[src/rtl/comparador_sequencial.sv]
// Sequential code comparator (digital lock).
// A DEPTH-digit code is loaded digit by digit, then entered digits are
// compared against it. A wrong full entry consumes a try; running out of
// tries locks the block for LOCK_CYCLES cycles.
//
// Handshake: load_valid and digit_valid are single-cycle qualifiers sampled on
// each rising clk edge; a digit is consumed on every edge where its valid is
// high and ready is high in the matching state (LOAD for load_valid, ARMED for
// digit_valid). There is no back-pressure beyond ready; inputs offered while
// ready is low, or in the wrong state, are dropped.
module comparador_sequencial #(
  parameter int WIDTH       = 3,
  parameter int DEPTH       = 4,
  parameter int MAX_TRIES   = 3,
  parameter int LOCK_CYCLES = 16
) (
  input  logic                           clk,
  input  logic                           rst_n,
  input  logic                           load_valid,
  input  logic [WIDTH-1:0]               load_data,
  input  logic                           digit_valid,
  input  logic [WIDTH-1:0]               digit,
  input  logic                           clear,
  input  logic                           reprog,
  output logic                           ready,
  output logic                           match,
  output logic                           fail,
  output logic                           locked,
  output logic [$clog2(MAX_TRIES+1)-1:0] tries_left,
  output logic [$clog2(DEPTH+1)-1:0]     entry_count,
  output logic [1:0]                     dbg_state
);

  localparam int TW  = $clog2(MAX_TRIES+1);
  localparam int CW  = $clog2(DEPTH+1);
  localparam int IW  = (DEPTH > 1) ? $clog2(DEPTH) : 1;
  localparam int LCW = (LOCK_CYCLES > 1) ? $clog2(LOCK_CYCLES) : 1;

  typedef enum logic [1:0] {
    LOAD  = 2'd0,
    ARMED = 2'd1,
    LOCK  = 2'd2
  } state_t;

  state_t           state;
  logic [WIDTH-1:0] code [DEPTH];
  logic             err;
  logic [LCW-1:0]   lock_cnt;

  logic [IW-1:0]    idx;
  logic             last_digit;
  logic             digit_hit;
  logic             err_next;

  // Current digit position, compare of the entered digit, and sticky error.
  assign idx        = entry_count[IW-1:0];
  assign last_digit = (entry_count == CW'(DEPTH-1));
  assign digit_hit  = &(digit ~^ code[idx]);
  assign err_next   = err | ~digit_hit;
  assign dbg_state  = state;

  // Lock FSM with all outputs registered; match/fail default low each cycle.
  always_ff @(posedge clk or negedge rst_n) begin
    if (!rst_n) begin
      state       <= LOAD;
      entry_count <= '0;
      err         <= 1'b0;
      match       <= 1'b0;
      fail        <= 1'b0;
      locked      <= 1'b0;
      ready       <= 1'b1;
      tries_left  <= TW'(MAX_TRIES);
      lock_cnt    <= '0;
      for (int i = 0; i < DEPTH; i++) code[i] <= '0;
    end else begin
      match <= 1'b0;
      fail  <= 1'b0;
      case (state)
        LOAD: begin
          if (clear) begin
            entry_count <= '0;
          end else if (load_valid) begin
            code[idx] <= load_data;
            if (last_digit) begin
              state       <= ARMED;
              entry_count <= '0;
              err         <= 1'b0;
            end else begin
              entry_count <= entry_count + CW'(1);
            end
          end
        end
        ARMED: begin
          // reprog beats clear, which beats a digit in the same cycle.
          if (reprog) begin
            state       <= LOAD;
            entry_count <= '0;
            err         <= 1'b0;
          end else if (clear) begin
            entry_count <= '0;
            err         <= 1'b0;
          end else if (digit_valid) begin
            if (last_digit) begin
              entry_count <= '0;
              err         <= 1'b0;
              if (!err_next) begin
                match      <= 1'b1;
                tries_left <= TW'(MAX_TRIES);
              end else begin
                fail       <= 1'b1;
                tries_left <= tries_left - TW'(1);
                if (tries_left == TW'(1)) begin
                  state    <= LOCK;
                  locked   <= 1'b1;
                  ready    <= 1'b0;
                  lock_cnt <= '0;
                end
              end
            end else begin
              entry_count <= entry_count + CW'(1);
              err         <= err_next;
            end
          end
        end
        LOCK: begin
          if (lock_cnt == LCW'(LOCK_CYCLES-1)) begin
            state       <= ARMED;
            locked      <= 1'b0;
            ready       <= 1'b1;
            tries_left  <= TW'(MAX_TRIES);
            entry_count <= '0;
            err         <= 1'b0;
            lock_cnt    <= '0;
          end else begin
            lock_cnt <= lock_cnt + LCW'(1);
          end
        end
        default: begin
          state <= LOAD;
        end
      endcase
    end
  end

endmodule

[config.mk]
export PLATFORM = sky130hd
export DESIGN_NAME = comparador_sequencial
export DESIGN_NICKNAME = d
export VERILOG_FILES = /design/src/rtl/comparador_sequencial.sv
export SDC_FILE = /design/constraint.sdc
export NUM_CORES = 1
export LEC_CHECK = 0
export BUFFER_PORTS_ARGS = -buffer_cell sky130_fd_sc_hd__clkbuf_2
export CAP_MARGIN = 5
export CELL_PAD_IN_SITES_DETAIL_PLACEMENT = 2
export CELL_PAD_IN_SITES_GLOBAL_PLACEMENT = 2
export CORE_ASPECT_RATIO = 0.9
export CORE_UTILIZATION = 37
export DETAILED_ROUTE_END_ITERATION = 6
export HOLD_SLACK_MARGIN = 0.05
export PLACE_DENSITY = 0.78
export SETUP_SLACK_MARGIN = 0.3
export SLEW_MARGIN = 15
export SYNTH_ARGS = -nofsm -noshare
export SYNTH_HDL_FRONTEND = slang
export SYNTH_SLANG_ARGS = --single-unit
[constraint.sdc]
create_clock -name clk -period 3.2 [get_ports clk]
set_clock_uncertainty 0.15 [all_clocks]
set_input_delay 0.48 -clock clk [delete_from_list [all_inputs] [get_ports clk]]
set_output_delay 0.48 -clock clk [all_outputs]
set_load 0.01 [all_outputs]
==> impl_metrics.json, run 1 <==
{
  "die_height_microns": 64.8,
  "crit_required_ps": 3230,
  "path_clk_slew_ps": 110,
  "setup_viol": 0,
  "layout.cells.most_common_list": "25 x dfrtp_1, 22 x clkbuf_2, 15 x nand2_1",
  "final_nets": 196,
  "cp_cell_sequence": "mux4_2 -> xnor2_1 -> and4_1 -> o41a_1 -> mux2_4",
  "root_buffer": "clkbuf_8",
  "cts_tree": "done",
  "crit_arrival_ps": 2720,
  "avgSynthCellArea_sq_um": 10.9,
  "io_pins": 23,
  "gp_congestion": 0.758,
  "route.final.wire_length_mm": 4.28,
  "antenna_cells": 0,
  "fin_tns_setup_ps": 0,
  "rr_startpoint": "entry_count[0]$_DFFE_PN0P_",
  "endpoint_kind": "register",
  "final_cells": 220,
  "numCtsBuffers": 3,
  "grt_setup_unrepaired": "false",
  "finalHoldViolCount": 0,
  "grt_pass1_vias": 1403,
  "cts_setup_buffers": 0,
  "dieWidth_microns": 71.8,
  "crit_type": "register to register",
  "nFillCells": 433,
  "max_freq_mhz": 371,
  "drc": 0,
  "rows": 22,
  "crit_fanout": 9,
  "ys_seq_area_frac": 0.434,
  "htree_levels": 1,
  "period_share": 0.841,
  "wl_per_cell_microns": 19.5,
  "cts.repair.resized": 0,
  "track_usage": 0.205,
  "numPlacedInstances": 216,
  "dr_total_vias": 1269,
  "area_growth_pct": 13.5,
  "outcome": "completed",
  "clk_latency_ps": 280,
  "cp_slowest_cell": "dfrtp_1",
  "regToRegSetupSlack_ps": 510,
  "async_reset_ff_frac": 1.00,
  "ys_warn_count": 0,
  "start_util": 0.393,
  "io_buffers": 22,
  "worst_slew_pin_slew_ps": 736,
  "grt_max_degree": 29,
  "clock_path_buffers": 2,
  "grt_overflow": 0,
  "ant_nets": 0,
  "finalMaxSlewViolations": 0,
  "cpLargestDelayFamily": "multiplexers",
  "synth_cell_types": 45,
  "syn_inst": 149,
  "layout_commonest_cell": "dfrtp_1",
  "drive_gt1_frac": 0.198,
  "drt-pass1-iter-count": 4,
  "coreArea_sq_um": 4130,
  "antenna_found_initial": 0,
  "r2r_cells": 5,
  "ys_ff_latch": 28,
  "synth_edf_count": 0,
  "drv_cap": 0,
  "min_period_ps": 2690,
  "synth_nets": 172,
  "clock_sinks": 28,
  "power.density_nw_per_um2": 791,
  "slew_headroom": 0.510,
  "worst-path-buf-inv": 0,
  "hold_path_class": "input pin to async pin",
  "cts_hold_buf": 0,
  "die_area_sq_um": 4660,
  "worstReg2RegEnd": "lock_cnt[0]$_DFFE_PN0P_",
  "ir_worst_vdd_mv": 0.306,
  "via_per_inst": 5.77,
  "synth_ff_type": "dfrtp_1",
  "cellLeakagePower_nw": 0.870,
  "drt_iter0_drc": 36,
  "max_stage_delay_ps": 590,
  "grt_pass1_wl_mm": 7.27,
  "synth.cell_area_sq_um": 1620,
  "dp_hpwl_mm": 3.23,
  "power_mw": 1.46,
  "start_kind": "register"
}
-- stage by stage --
stage | util | area (sq um) | hold WS, ps | setup slack [ps]
5_1_grt | 0.446 | 1840 | 134 | 331
4_1_cts | 0.446 | 1840 | 115 | 490
3_5_place_dp | 0.429 | 1770 | 339 | 532
3_3_place_gp | 0.429 | 1770 | 322 | 612
2_1_floorplan | - | 1620 | 34.4 | 647
6_report | 0.446 | 1840 | 84.0 | 508
-- metal layers --
| layer | up-vias | wire length (microns) | global-route usage |
|---|---|---|---|
| met5 | - | 0 | 0 |
| met4 | 0 | 60 | 0.0662 |
| met3 | 7 | 160 | 0.0342 |
| met2 | 32 | 1920 | 0.329 |
| met1 | 641 | 2140 | 0.282 |
| li1 | 589 | - | - |
-- registers in the layout (all words and copies together), names as in the netlist --
name / flops
code: 12
dbg_state: 2
entry_count: 3
err: 1
fail: 1
lock_cnt: 4
locked: 1
match: 1
ready: 1
tries_left: 2
-- where the power goes --
group          leakage, nW  internal (mW)  switching (mW)
sequential           0.357          0.477           0.110
clock               0.0357          0.168           0.123
combinational        0.477          0.259           0.320
total                0.870          0.903           0.554
-- cell type report --
cell class,count,area [sq um],share of cell area
flip-flops and latches,28,704,0.382
clock buffers,3,41.3,0.0224
inverters,11,41.3,0.0224
repair buffers,22,110,0.0598
multi-input cells,107,855,0.464
well taps,48,60.1,0.0326
clock inverters,1,30.0,0.0163
-- cells by family (layout without fill, tap and decap cells) --
family / after synthesis / in the layout / share of synthesized area
AOI/OAI and AO/OA: 33 / 33 / 0.150
xor gates and xnor gates: 3 / 3 / 0.0162
muxes: 17 / 17 / 0.140
and+or+nand+nor: 43 / 43 / 0.136
buffers and inverters: 14 / 37 / 0.0393
adders and majority gates: 11 / 11 / 0.0848
DFF: 28 / 28 / 0.434
-- worst max path at each step --
stage	from	to	cells past startpoint
floorplan	entry_count[0]$_DFFE_PN0P_	lock_cnt[0]$_DFFE_PN0P_	7
global placement	entry_count[0]$_DFFE_PN0P_	lock_cnt[0]$_DFFE_PN0P_	5
detailed placement	entry_count[0]$_DFFE_PN0P_	lock_cnt[0]$_DFFE_PN0P_	5
CTS	entry_count[0]$_DFFE_PN0P_	lock_cnt[0]$_DFFE_PN0P_	5
global route	entry_count[0]$_DFFE_PN0P_	locked$_DFFE_PN0P_	5
finish	entry_count[0]$_DFFE_PN0P_	lock_cnt[0]$_DFFE_PN0P_	5
-- synth_stat cells, types with 2 or more instances --
master | n | area (sq um)
nand2_1 | 15 | 56.3
o211ai_1 | 2 | 15.0
o31ai_1 | 2 | 15.0
a21o_1 | 2 | 15.0
nor3_1 | 2 | 10.0
ha_1 | 11 | 138
nand2b_1 | 3 | 18.8
nand3_1 | 3 | 15.0
nand4_1 | 2 | 12.5
mux4_2 | 3 | 67.6
mux2_1 | 12 | 135
nor2b_1 | 3 | 18.8
dfstp_2 | 3 | 78.8
inv_1 | 11 | 41.3
a21oi_1 | 6 | 30.0
o311ai_1 | 4 | 35.0
nor2_1 | 8 | 30.0
dfrtp_1 | 25 | 626
and4_1 | 2 | 17.5
o21bai_1 | 3 | 22.5
xnor2_1 | 3 | 26.3
-- worst reg2reg max path, delay by kind of cell (launching register included) --
family | cells | cell delay, ps
muxes | 2 | 880
xor gates and xnor gates | 1 | 160
and+or+nand+nor | 1 | 320
AOI/OAI and AO/OA | 1 | 490
DFF | 1 | 590
(Power assumes the default switching activity.)
==> inputs of run 2 (changes only) <==
clock period = 2.7 ns   (was 3.2 ns; I/O delays follow)
==> run 2 against run 1 <==
- critical path depth did not move
- non-clock buffer count rose by 8
- hold slack gained 150 ps
- utilization increased by 2.0 points
- sequential cell count is the same
- maximum frequency increased by 18%
- sequential power is 17% higher
- via count increased by 0.16%
- clock power grew 17%
- die area is the same
==> impl_metrics.json, run 2 (same netlist as run 1, synthesis figures left out) <==
{
  "grt_overflow": 0,
  "reg.largest.list": "code (12), lock_cnt (4), entry_count (3)",
  "path_clk_slew_ps": 100,
  "coreArea_sq_um": 4130,
  "area_growth_pct": 18.7,
  "setup_viol": 0,
  "dpl_worst_slack_ps": 261,
  "cts_tree": "done",
  "dp_hpwl_mm": 3.23,
  "htree_levels": 1,
  "finalMaxSlewViolations": 0,
  "drive_gt1_frac": 0.250,
  "dieWidth_microns": 71.8,
  "io_pins": 23,
  "io_buffers": 22,
  "start_util": 0.393,
  "clock_sinks": 28,
  "drc": 0,
  "die_height_microns": 64.8,
  "final_cells": 228,
  "numPlacedInstances": 220,
  "post-route-util": 0.466,
  "crit_required_ps": 2730,
  "drt_iter0_drc": 41,
  "place_area_sq_um": 1810,
  "period_share": 0.842,
  "worst_slack_ps": 426,
  "hold_path_class": "input pin to register",
  "worst_slew_pin_slew_ps": 729,
  "nFillCells": 430,
  "dr_total_vias": 1271,
  "via_per_inst": 5.57,
  "grt_max_degree": 29,
  "ant_nets": 0,
  "antenna_cells": 0,
  "hold_slack_ps": 229,
  "drv_cap": 0,
  "clk_latency_ps": 280,
  "drt-pass1-iter-count": 4,
  "track_usage": 0.198,
  "power_mw": 1.79,
  "ir_worst_vdd_mv": 0.348,
  "multi_input_area_sq_um": 875,
  "layout_commonest_cell": "dfrtp_1",
  "power.density_nw_per_um2": 930,
  "route.final.wire_length_mm": 4.18,
  "outcome": "completed",
  "antenna_found_initial": 0,
  "max_stage_delay_ps": 570,
  "die_area_sq_um": 4660,
  "gp_congestion": 0.778,
  "grt_pass1_wl_mm": 7.04,
  "final_nets": 204,
  "fin_area_sq_um": 1930,
  "regMostFlops": "code",
  "cp_cell_sequence": "ha_1 -> nand3b_1 -> or2_2 -> o41a_1 -> mux2_4",
  "crit_type": "register to register",
  "cp_slowest_cell": "dfstp_2",
  "grt_pass1_vias": 1390,
  "numCtsBuffers": 3,
  "start_kind": "register",
  "worst-path-buf-inv": 0,
  "min_period_ps": 2270,
  "cellLeakagePower_nw": 0.918,
  "grt_setup_unrepaired": "false",
  "wl_per_cell_microns": 18.3,
  "finalHoldViolCount": 0,
  "clock_path_buffers": 2,
  "crit_fanout": 4,
  "crit_arrival_ps": 2300,
  "endpoint_kind": "register",
  "slew_headroom": 0.514,
  "max_freq_mhz": 440,
  "largest_reg_flops": 12,
  "rows": 22,
  "layout.cells.most_common_list": "24 x dfrtp_1, 22 x clkbuf_2, 15 x nand2_1",
  "cpLargestDelayFamily": "flip-flops",
  "root_buffer": "clkbuf_8",
  "fin_tns_setup_ps": 0,
  "regArea_sq_um": 706
}
==> run 2: where the power goes <==
group | leakage, nW | switching (mW) | internal [mW]
sequential | 0.356 | 0.120 | 0.566
clock | 0.0357 | 0.141 | 0.199
combinational | 0.526 | 0.402 | 0.364
==> run 2: metal layers <==
layer / track usage / routed length [microns] / vias up
li1: - / - / 605
met1: 0.271 / 2060 / 642
met2: 0.340 / 1980 / 22
met3: 0.0327 / 123 / 2
met4: 0.0221 / 13 / 0
met5: 0 / 0 / -
==> run 2: cell type report <==
cell class	count	share of cell area
multi-input combinational	107	0.454
sequential	28	0.366
clock inverter	1	0.0156
inverter	11	0.0214
tap	48	0.0312
timing repair buffer	30	0.0897
clock buffer	3	0.0214
==> run 2: repair_timing <==
action / in CTS / in global routing
buffers inserted: 0 / 3
gates cloned: 0 / 0
gates resized for setup: 1 / 2
hold buffers: 1 / 0
setup endpoints to repair: 3 / 3
hold endpoints to repair: 25 / 0
==> run 2: worst reg2reg max path, stage by stage, from the launching register on <==
cell and delay (ps):
dfstp_2 570, ha_1 210, nand3b_1 140, or2_2 340, o41a_1 450, mux2_4 310
==> run 2: path summary, 6_finish.rpt <==
| kind | from | cells past startpoint | end | slack [ps] |
|---|---|---|---|---|
| min | load_data[0] | 2 | code[9]$_DFFE_PN0P_ | 230 |
| max | tries_left[0]$_DFFE_PN1P_ | 5 | lock_cnt[0]$_DFFE_PN0P_ | 430 |
| max in group asynchronous | rst_n | 2 | entry_count[0]$_DFFE_PN0P_ | 1330 |
| min reg2reg | code[6]$_DFFE_PN0P_ | 1 | code[6]$_DFFE_PN0P_ | 350 |
| max reg2reg | tries_left[0]$_DFFE_PN1P_ | 5 | lock_cnt[0]$_DFFE_PN0P_ | 430 |
| min in group asynchronous | rst_n | 2 | code[2]$_DFFE_PN0P_ | 550 |
